**src/rtl/mem_pkg.sv**
```systemverilog
// mem_pkg: shared state encoding, width defaults and requester ids for the memory arbiter
package mem_pkg;

    localparam int MEM_ADDR_W = 28;
    localparam int MEM_DATA_W = 128;

    localparam logic [2:0] IDLE   = 3'd0;
    localparam logic [2:0] GNT_I  = 3'd1;
    localparam logic [2:0] GNT_D  = 3'd2;
    localparam logic [2:0] RESP_I = 3'd3;
    localparam logic [2:0] RESP_D = 3'd4;

    localparam logic REQ_I = 1'b0;
    localparam logic REQ_D = 1'b1;

endpackage

```
**src/rtl/mem_arbiter_if.sv**
```systemverilog
// mem_arbiter_if: cache-side and memory-side block transfer signals of the arbiter
interface mem_arbiter_if #(
    parameter int ADDR_W = mem_pkg::MEM_ADDR_W,
    parameter int DATA_W = mem_pkg::MEM_DATA_W
) ();
    logic              i_read;
    logic [ADDR_W-1:0] i_addr;
    logic [DATA_W-1:0] i_rdata;
    logic              i_ready;
    logic              d_read;
    logic              d_write;
    logic [ADDR_W-1:0] d_addr;
    logic [DATA_W-1:0] d_wdata;
    logic [DATA_W-1:0] d_rdata;
    logic              d_ready;
    logic              mem_read;
    logic              mem_write;
    logic [ADDR_W-1:0] mem_addr;
    logic [DATA_W-1:0] mem_wdata;
    logic [DATA_W-1:0] mem_rdata;
    logic              mem_ready;

    modport slave (
        input  i_read, i_addr, d_read, d_write, d_addr, d_wdata, mem_rdata, mem_ready,
        output i_rdata, i_ready, d_rdata, d_ready, mem_read, mem_write, mem_addr, mem_wdata
    );

    modport master (
        output i_read, i_addr, d_read, d_write, d_addr, d_wdata, mem_rdata, mem_ready,
        input  i_rdata, i_ready, d_rdata, d_ready, mem_read, mem_write, mem_addr, mem_wdata
    );
endinterface

```
**src/rtl/mem_arbiter_rr_arb2.sv**
```systemverilog
// rr_arb2: two-input round-robin picker; the requester not served last wins a tie
module rr_arb2
    import mem_pkg::*;
(
    input  logic       clk,
    input  logic       rst,
    input  logic [1:0] req_i,
    input  logic       upd_i,
    input  logic       upd_id_i,
    output logic       grant_valid_o,
    output logic       grant_id_o
);
    logic last_q, last_d;

    assign last_d = upd_i ? upd_id_i : last_q;

    always_ff @(posedge clk) begin
        if (rst) last_q <= REQ_D;
        else     last_q <= last_d;
    end

    always_comb begin
        grant_valid_o = |req_i;
        grant_id_o    = &req_i ? ~last_q : (req_i[REQ_D] ? REQ_D : REQ_I);
    end
endmodule

```
**src/rtl/mem_arbiter.sv**
```systemverilog
// mem_arbiter: shares one block memory port between the I-cache and D-cache miss paths
module mem_arbiter
    import mem_pkg::*;
#(
    parameter int ADDR_W  = MEM_ADDR_W,
    parameter int DATA_W  = MEM_DATA_W,
    parameter int TIMEOUT = 1023
) (
    input  logic         clk,
    input  logic         rst,
    mem_arbiter_if.slave bus,
    output logic [31:0]  i_grant_cnt,
    output logic [31:0]  d_grant_cnt,
    output logic         err
);
    localparam int              WD_W     = (TIMEOUT > 0) ? $clog2(TIMEOUT + 1) : 1;
    localparam logic [WD_W-1:0] WD_LIMIT = WD_W'(TIMEOUT);

    logic [2:0]        state_q, state_d;
    logic              mem_read_q, mem_read_d;
    logic              mem_write_q, mem_write_d;
    logic [ADDR_W-1:0] mem_addr_q, mem_addr_d;
    logic [DATA_W-1:0] mem_wdata_q, mem_wdata_d;
    logic [DATA_W-1:0] i_rdata_q, i_rdata_d;
    logic [DATA_W-1:0] d_rdata_q, d_rdata_d;
    logic [31:0]       i_cnt_q, i_cnt_d;
    logic [31:0]       d_cnt_q, d_cnt_d;
    logic              err_q, err_d;
    logic [WD_W-1:0]   wd_q, wd_d, wd_inc;
    logic              gnt_valid, gnt_id, gnt_wr, done;

    assign wd_inc = wd_q + 1'b1;
    assign gnt_wr = (gnt_id == REQ_D) & bus.d_write;

    rr_arb2 u_rr (
        .clk          (clk),
        .rst          (rst),
        .req_i        ({bus.d_read | bus.d_write, bus.i_read}),
        .upd_i        (done),
        .upd_id_i     (state_q == GNT_D),
        .grant_valid_o(gnt_valid),
        .grant_id_o   (gnt_id)
    );

    always_comb begin
        state_d     = state_q;
        mem_read_d  = mem_read_q;
        mem_write_d = mem_write_q;
        mem_addr_d  = mem_addr_q;
        mem_wdata_d = mem_wdata_q;
        i_rdata_d   = i_rdata_q;
        d_rdata_d   = d_rdata_q;
        i_cnt_d     = i_cnt_q;
        d_cnt_d     = d_cnt_q;
        err_d       = err_q;
        wd_d        = wd_q;
        done        = 1'b0;
        case (state_q)
            IDLE: begin
                if (bus.d_read && bus.d_write) err_d = 1'b1;
                if (gnt_valid) begin
                    state_d     = (gnt_id == REQ_D) ? GNT_D : GNT_I;
                    mem_addr_d  = (gnt_id == REQ_D) ? bus.d_addr : bus.i_addr;
                    mem_read_d  = ~gnt_wr;
                    mem_write_d = gnt_wr;
                    mem_wdata_d = gnt_wr ? bus.d_wdata : mem_wdata_q;
                    wd_d        = '0;
                end
            end
            GNT_I, GNT_D: begin
                if (bus.mem_ready) begin
                    done        = 1'b1;
                    mem_read_d  = 1'b0;
                    mem_write_d = 1'b0;
                    state_d     = (state_q == GNT_I) ? RESP_I : RESP_D;
                    i_rdata_d   = (state_q == GNT_I) ? bus.mem_rdata : i_rdata_q;
                    d_rdata_d   = (state_q == GNT_D && mem_read_q) ? bus.mem_rdata : d_rdata_q;
                    i_cnt_d     = (state_q == GNT_I) ? i_cnt_q + 32'd1 : i_cnt_q;
                    d_cnt_d     = (state_q == GNT_D) ? d_cnt_q + 32'd1 : d_cnt_q;
                end else if (TIMEOUT > 0) begin
                    // saturate so the watchdog fires once per transaction and never wraps
                    wd_d  = (wd_q == WD_LIMIT) ? wd_q : wd_inc;
                    err_d = err_q | (wd_inc == WD_LIMIT);
                end
            end
            default: state_d = IDLE;
        endcase
    end

    always_ff @(posedge clk) begin
        if (rst) begin
            state_q     <= IDLE;
            mem_read_q  <= 1'b0;
            mem_write_q <= 1'b0;
            mem_addr_q  <= '0;
            mem_wdata_q <= '0;
            i_rdata_q   <= '0;
            d_rdata_q   <= '0;
            i_cnt_q     <= '0;
            d_cnt_q     <= '0;
            err_q       <= 1'b0;
            wd_q        <= '0;
        end else begin
            state_q     <= state_d;
            mem_read_q  <= mem_read_d;
            mem_write_q <= mem_write_d;
            mem_addr_q  <= mem_addr_d;
            mem_wdata_q <= mem_wdata_d;
            i_rdata_q   <= i_rdata_d;
            d_rdata_q   <= d_rdata_d;
            i_cnt_q     <= i_cnt_d;
            d_cnt_q     <= d_cnt_d;
            err_q       <= err_d;
            wd_q        <= wd_d;
        end
    end

    assign bus.mem_read  = mem_read_q;
    assign bus.mem_write = mem_write_q;
    assign bus.mem_addr  = mem_addr_q;
    assign bus.mem_wdata = mem_wdata_q;
    assign bus.i_rdata   = i_rdata_q;
    assign bus.d_rdata   = d_rdata_q;
    assign bus.i_ready   = (state_q == RESP_I);
    assign bus.d_ready   = (state_q == RESP_D);
    assign i_grant_cnt   = i_cnt_q;
    assign d_grant_cnt   = d_cnt_q;
    assign err           = err_q;
endmodule

```
**src/flat_wrapper.sv**
```systemverilog
// flat-port wrapper written by rule: the top's interface ports become plain ports
module mem_arbiter_flat import mem_pkg::*;
#(
    parameter int ADDR_W  = MEM_ADDR_W,
    parameter int DATA_W  = MEM_DATA_W,
    parameter int TIMEOUT = 1023
)
  (clk, rst, i_grant_cnt, d_grant_cnt, err, bus_i_read, bus_i_addr, bus_d_read, bus_d_write, bus_d_addr, bus_d_wdata, bus_mem_rdata, bus_mem_ready, bus_i_rdata, bus_i_ready, bus_d_rdata, bus_d_ready, bus_mem_read, bus_mem_write, bus_mem_addr, bus_mem_wdata);
  mem_arbiter_if #(.ADDR_W(ADDR_W), .DATA_W(DATA_W)) bus_i ();
  input  logic clk;
  input  logic rst;
  output logic [31:0] i_grant_cnt;
  output logic [31:0] d_grant_cnt;
  output logic err;
  input wire logic [$bits(bus_i.i_read)-1:0] bus_i_read;
  input wire logic [$bits(bus_i.i_addr)-1:0] bus_i_addr;
  input wire logic [$bits(bus_i.d_read)-1:0] bus_d_read;
  input wire logic [$bits(bus_i.d_write)-1:0] bus_d_write;
  input wire logic [$bits(bus_i.d_addr)-1:0] bus_d_addr;
  input wire logic [$bits(bus_i.d_wdata)-1:0] bus_d_wdata;
  input wire logic [$bits(bus_i.mem_rdata)-1:0] bus_mem_rdata;
  input wire logic [$bits(bus_i.mem_ready)-1:0] bus_mem_ready;
  output wire logic [$bits(bus_i.i_rdata)-1:0] bus_i_rdata;
  output wire logic [$bits(bus_i.i_ready)-1:0] bus_i_ready;
  output wire logic [$bits(bus_i.d_rdata)-1:0] bus_d_rdata;
  output wire logic [$bits(bus_i.d_ready)-1:0] bus_d_ready;
  output wire logic [$bits(bus_i.mem_read)-1:0] bus_mem_read;
  output wire logic [$bits(bus_i.mem_write)-1:0] bus_mem_write;
  output wire logic [$bits(bus_i.mem_addr)-1:0] bus_mem_addr;
  output wire logic [$bits(bus_i.mem_wdata)-1:0] bus_mem_wdata;
  assign bus_i.i_read = bus_i_read;
  assign bus_i.i_addr = bus_i_addr;
  assign bus_i.d_read = bus_d_read;
  assign bus_i.d_write = bus_d_write;
  assign bus_i.d_addr = bus_d_addr;
  assign bus_i.d_wdata = bus_d_wdata;
  assign bus_i.mem_rdata = bus_mem_rdata;
  assign bus_i.mem_ready = bus_mem_ready;
  assign bus_i_rdata = bus_i.i_rdata;
  assign bus_i_ready = bus_i.i_ready;
  assign bus_d_rdata = bus_i.d_rdata;
  assign bus_d_ready = bus_i.d_ready;
  assign bus_mem_read = bus_i.mem_read;
  assign bus_mem_write = bus_i.mem_write;
  assign bus_mem_addr = bus_i.mem_addr;
  assign bus_mem_wdata = bus_i.mem_wdata;
  mem_arbiter #(.ADDR_W(ADDR_W), .DATA_W(DATA_W), .TIMEOUT(TIMEOUT)) u_core (.clk(clk), .rst(rst), .bus(bus_i), .i_grant_cnt(i_grant_cnt), .d_grant_cnt(d_grant_cnt), .err(err));
endmodule
```
**config.mk**
```make
export PLATFORM = sky130hd
export DESIGN_NAME = mem_arbiter_flat
export DESIGN_NICKNAME = d
export VERILOG_FILES = /design/src/rtl/mem_pkg.sv /design/src/rtl/mem_arbiter_if.sv /design/src/rtl/mem_arbiter_rr_arb2.sv /design/src/rtl/mem_arbiter.sv /design/src/flat_wrapper.sv
export SDC_FILE = /design/constraint.sdc
export NUM_CORES = 1
export LEC_CHECK = 0
export ABC_AREA = 1
export BUFFER_PORTS_ARGS = -buffer_cell sky130_fd_sc_hd__buf_4
export CORE_AREA = 4 4 306 308
export DETAILED_ROUTE_END_ITERATION = 7
export DIE_AREA = 0 0 310 312
export PLACE_DENSITY = 0.47
export SETUP_SLACK_MARGIN = 0.02
export SLEW_MARGIN = 40
export SYNTH_ARGS = -nofsm -noshare
export SYNTH_HDL_FRONTEND = slang
export SYNTH_SLANG_ARGS = --single-unit
```
**constraint.sdc**
```tcl
create_clock -name clk -period 1.9 [get_ports clk]
set_input_delay 0 -clock clk [delete_from_list [all_inputs] [get_ports clk]]
set_output_delay 0 -clock clk [all_outputs]
set_load 0.005 [all_outputs]
```
==> summary.md <==
| Metric | Value |
|---|---|
| Cell at the root of the clock tree | sky130_fd_sc_hd__clkbuf_16 |
| Share of the yosys chip area belonging to registers | 0.522 |
| Combinational Power Share | 0.295 |
| Crit. End Element | flip-flop |
| Total setup violations reported at the end of the flow | 0 |
| Peak clock frequency supported by timing | 0.571 GHz |
| Netlist area before placement | 18900 um^2 |
| Number of buffers added by the clock tree synthesis step | between 50 and 60 |
| Fraction of synthesized cell area taken by the top area cell type | 0.522 |
| Worst R2R End | u_core.bus.mem_addr[2] |
| Total Routing Usage GR | 0.171 |
| Sink count of the clock tree | 493 |
| Worst Setup Start Kind | flip-flop |
| Detail Route met2 WL | 42.6 mm |
| #FFs+latches synth | 493 |
| RSZ-0062 raised after global routing | no |
| Worst hold-check path type | in2reg |
| Initial antenna violation count | 3 |
| Setup TNS | 0 ps |
| Cell types occupying the most area after synthesis | sky130_fd_sc_hd__dfxtp_1 52%, sky130_fd_sc_hd__nor2_1 12%, sky130_fd_sc_hd__o21ai_0 8.5% |
| Routed vias/inst | 4.32 |
| Wire length of the first global-routing pass | approximately 130 mm |
| Top cell type by total area after synthesis | sky130_fd_sc_hd__dfxtp_1 |
| Setup slack on the worst flop-to-flop path | 150 ps |
| DP HPWL | 62.2 mm |
| Fin. max-slew vios | 0 |
| Detailed Routing Iterations Pass 1 | 5 |
| Most frequent cell after synthesis | sky130_fd_sc_hd__nor2_1 |
| Max rail drop VDD | 0.000717 V |
| Switching power of the nets | 11.1 mW |
| Async set-reset flop share out of synthesis | 0 |
| CP max stage cell | sky130_fd_sc_hd__dlygate4sd3_1 |
| Top routing layer used | met4 |
| Max-cap violation count | 0 |
| Slew at the pin with the worst max-slew slack | 538 ps |
| Final instance area | 32300 um^2 |
| Number of top-level design ports | 799 |
| Total power per unit cell area | roughly 1100 nW/um^2 |
| Internal power of the cells | between 20 and 25 mW |
| CP Data Required Time | 2460 ps |
| Average cell area after synthesis | 7.47 um^2 |
| Largest clock skew in the final design | about 27 ps |
| Count of unresolved DRC violations after routing | 0 |
| Worst-case hold path end point | u_core.bus.mem_wdata[67] |
| Global-route congestion overflow total | 0 |
| Run status | finished, final reports clean |
| Critical path data arrival time | 2310 ps |
| Largest net degree at the start of global routing | 101 |
| Starting utilization of the core area | 0.207 |
| Final Wtd Congestion | 0.816 |
| Chip Width | about 310 um |
| Final worst-path cycle share | 0.921 |
| Switching power as a share of total power | 0.325 |
| Via count of the first global-routing pass | 21100 |
| Worst Reg2Reg Path Length in Cells | 5 |
| Number of rows created at floorplan | 111 |
| Clock latency on the worst-skew pair | 640 ps |
| Worst relative slew slack | 0.641 |
| Count of buffers from port buffering | between 700 and 800 |
| Critical path's largest stage delay | 590 ps |
| Post-DP Area | roughly 27000 um^2 |
| Number of filler cells placed in the layout | 9624 |
| Remaining antenna violation count | 0 |
| EDFF count, synth | 0 |
| Minimum period implied by the final worst setup slack | 1750 ps |
| Gate count of the mapped netlist | around 2500 |
| H-tree lvl count | 2 |
| Initial detailed-routing violation count | 1219 |
| Post-synth net total | about 2900 |
| Maximum clock insertion buffer count | 3 |
| Largest fanout on the critical path | 29 |
| Reported leakage power | 13.7 nW |
| Setup CP Type | reg2reg |
| Worst Hold Launch | bus_d_wdata[67] |
| Leading post-synthesis cells by instance count | 616 x sky130_fd_sc_hd__nor2_1, 493 x sky130_fd_sc_hd__dfxtp_1, 342 x sky130_fd_sc_hd__nand2_1 |
| P&R area growth vs syn | 70.9% |
| Share of power burned in the clock network | 0.326 |
| Core region area | between 90000 and 100000 um^2 |
| Number of vias after detailed routing | 21200 |
| Instance count along the most critical hold path | 4 |
| Most used flip-flop cell after synthesis | sky130_fd_sc_hd__dfxtp_1 |
| TritonCTS clock tree | built |
| Share of cells above drive strength 1 | 0.283 |
| Final net count | around 4000 |
| Total die area | 96700 um^2 |
| Chain of cells forming the critical path | a21oi_2 -> buf_6 -> nand2_1 -> dlygate4sd3_1 -> a21oi_1 |
| Met3 wire length | approximately 6.8 mm |
| Overall routed net length | 87.6 mm |
| Sequential fraction of design power | 0.379 |
| M1 WL | 34.7 mm |
| Number of synthesis warnings | 0 |
| WL per Instance | 17.8 um |
| Source of the worst register-to-register timing path | u_core.u_rr.last_q |
| CTS clk-pin slew, worst paths | 60 ps |
| Vertical die dimension | between 300 and 400 um |
| Final Hold Violating Endpoints | 0 |
| Unique cell type count in the Yosys netlist | 34 |
[per-stage QoR]
stage / std cells / hold slack [ps] / worst slack, ps / util / power [mW]
after floorplan: 2529 / 135 / 180 / - / 17.1
after global placement: 4450 / 222 / 134 / 0.294 / 22.5
after detailed placement: 4450 / 227 / 78.1 / 0.294 / 22.6
after CTS: 4898 / 60.3 / 54.8 / 0.353 / 34.4
after global routing: 4908 / 99.7 / 0.296 / 0.355 / 36.0
final: 4908 / 132 / 150 / 0.355 / 34.1
[per-layer routing]
metal / vias to the layer above / global-route usage
met5: - / 0
met4: 0 / 0.0711
met3: 146 / 0.0456
met2: 735 / 0.300
met1: 9726 / 0.195
li1: 10600 / -
[power by group through the flow]
stage / Clock (mW) / Combinational, mW / Sequential (mW)
5_1_grt: 11.8 / 11.1 / 13.1
3_5_place_dp: 0 / 9.43 / 13.1
3_3_place_gp: 0 / 9.44 / 13.1
4_1_cts: 11.4 / 10.1 / 12.9
2_1_floorplan: 0 / 3.97 / 13.1
6_report: 11.1 / 10.1 / 12.9
[logic make-up after synthesis]
family	after synthesis	share of synthesized area
simple gates	1184	0.256
buf+inv	253	0.0554
compound gates	571	0.153
fa+ha+maj	4	0.00265
flops	493	0.522
xor+xnor	24	0.0111
[cells in the final DEF, fill, tap and decap left out, types with 14 or more instances in the layout]
master,count
sky130_fd_sc_hd__a21oi_1,237
sky130_fd_sc_hd__buf_12,27
sky130_fd_sc_hd__buf_4,881
sky130_fd_sc_hd__clkbuf_16,60
sky130_fd_sc_hd__clkbuf_8,15
sky130_fd_sc_hd__clkinv_2,14
sky130_fd_sc_hd__dfxtp_1,489
sky130_fd_sc_hd__dlygate4sd3_1,342
sky130_fd_sc_hd__inv_1,75
sky130_fd_sc_hd__nand2_1,339
sky130_fd_sc_hd__nand3_1,155
sky130_fd_sc_hd__nand4_1,19
sky130_fd_sc_hd__nor2_1,612
sky130_fd_sc_hd__nor3_1,22
sky130_fd_sc_hd__o21ai_0,317
sky130_fd_sc_hd__xnor2_1,14
[state kept, by name (all words and copies together), names as in the netlist]
name,flops
u_core.state_q,3
u_core.bus.i_rdata,128
u_core.i_grant_cnt,32
u_core.bus.mem_wdata,128
u_core.bus.d_rdata,128
u_core.err,1
u_core.bus.mem_addr,28
u_core.bus.mem_write,1
u_core.wd_q,10
u_core.u_rr.last_q,1
u_core.d_grant_cnt,32
u_core.bus.mem_read,1
[worst max path at each step]
| stage | from | endpoint | cells past startpoint |
|---|---|---|---|
| final | u_core.u_rr.last_q | u_core.bus.mem_addr[2] | 5 |
| after global routing | u_core.state_q[2] | u_core.bus.d_rdata[40] | 8 |
| after CTS | u_core.state_q[1] | u_core.bus.d_rdata[41] | 7 |
| after detailed placement | u_core.state_q[1] | u_core.bus.d_rdata[41] | 7 |
| after global placement | u_core.d_grant_cnt[0] | u_core.d_grant_cnt[25] | 9 |
| after floorplan | u_core.d_grant_cnt[0] | u_core.d_grant_cnt[30] | 10 |
[critical path: cells and delay by family (launching register included)]
kind | cells | cell delay [ps]
buffers and inverters | 2 | 870
flip-flops | 1 | 340
AO/OA/AOI/OAI | 2 | 340
AND/OR/NAND/NOR | 1 | 120
[final cells by class]
cell class              count  area (um^2)  share of cell area
multi-input cells        1783         8070               0.250
clock buffers              87         1730              0.0536
diodes                      3         7.51            0.000232
clock inverters            19          153             0.00473
well taps                1186         1480              0.0459
inverters                  82          325              0.0101
repair buffers           1255        10600               0.330
flip-flops and latches    493         9880               0.306
[what timing repair did]
action	4_1_cts	5_1_grt
pin swaps	0	8
endpoints found under the hold margin	461	0
hold buffers	342	0
buffers inserted	0	6
endpoints found under the setup margin	1	133
cloned	0	1
gates resized for setup	1	26
(Power assumes the default switching activity.)
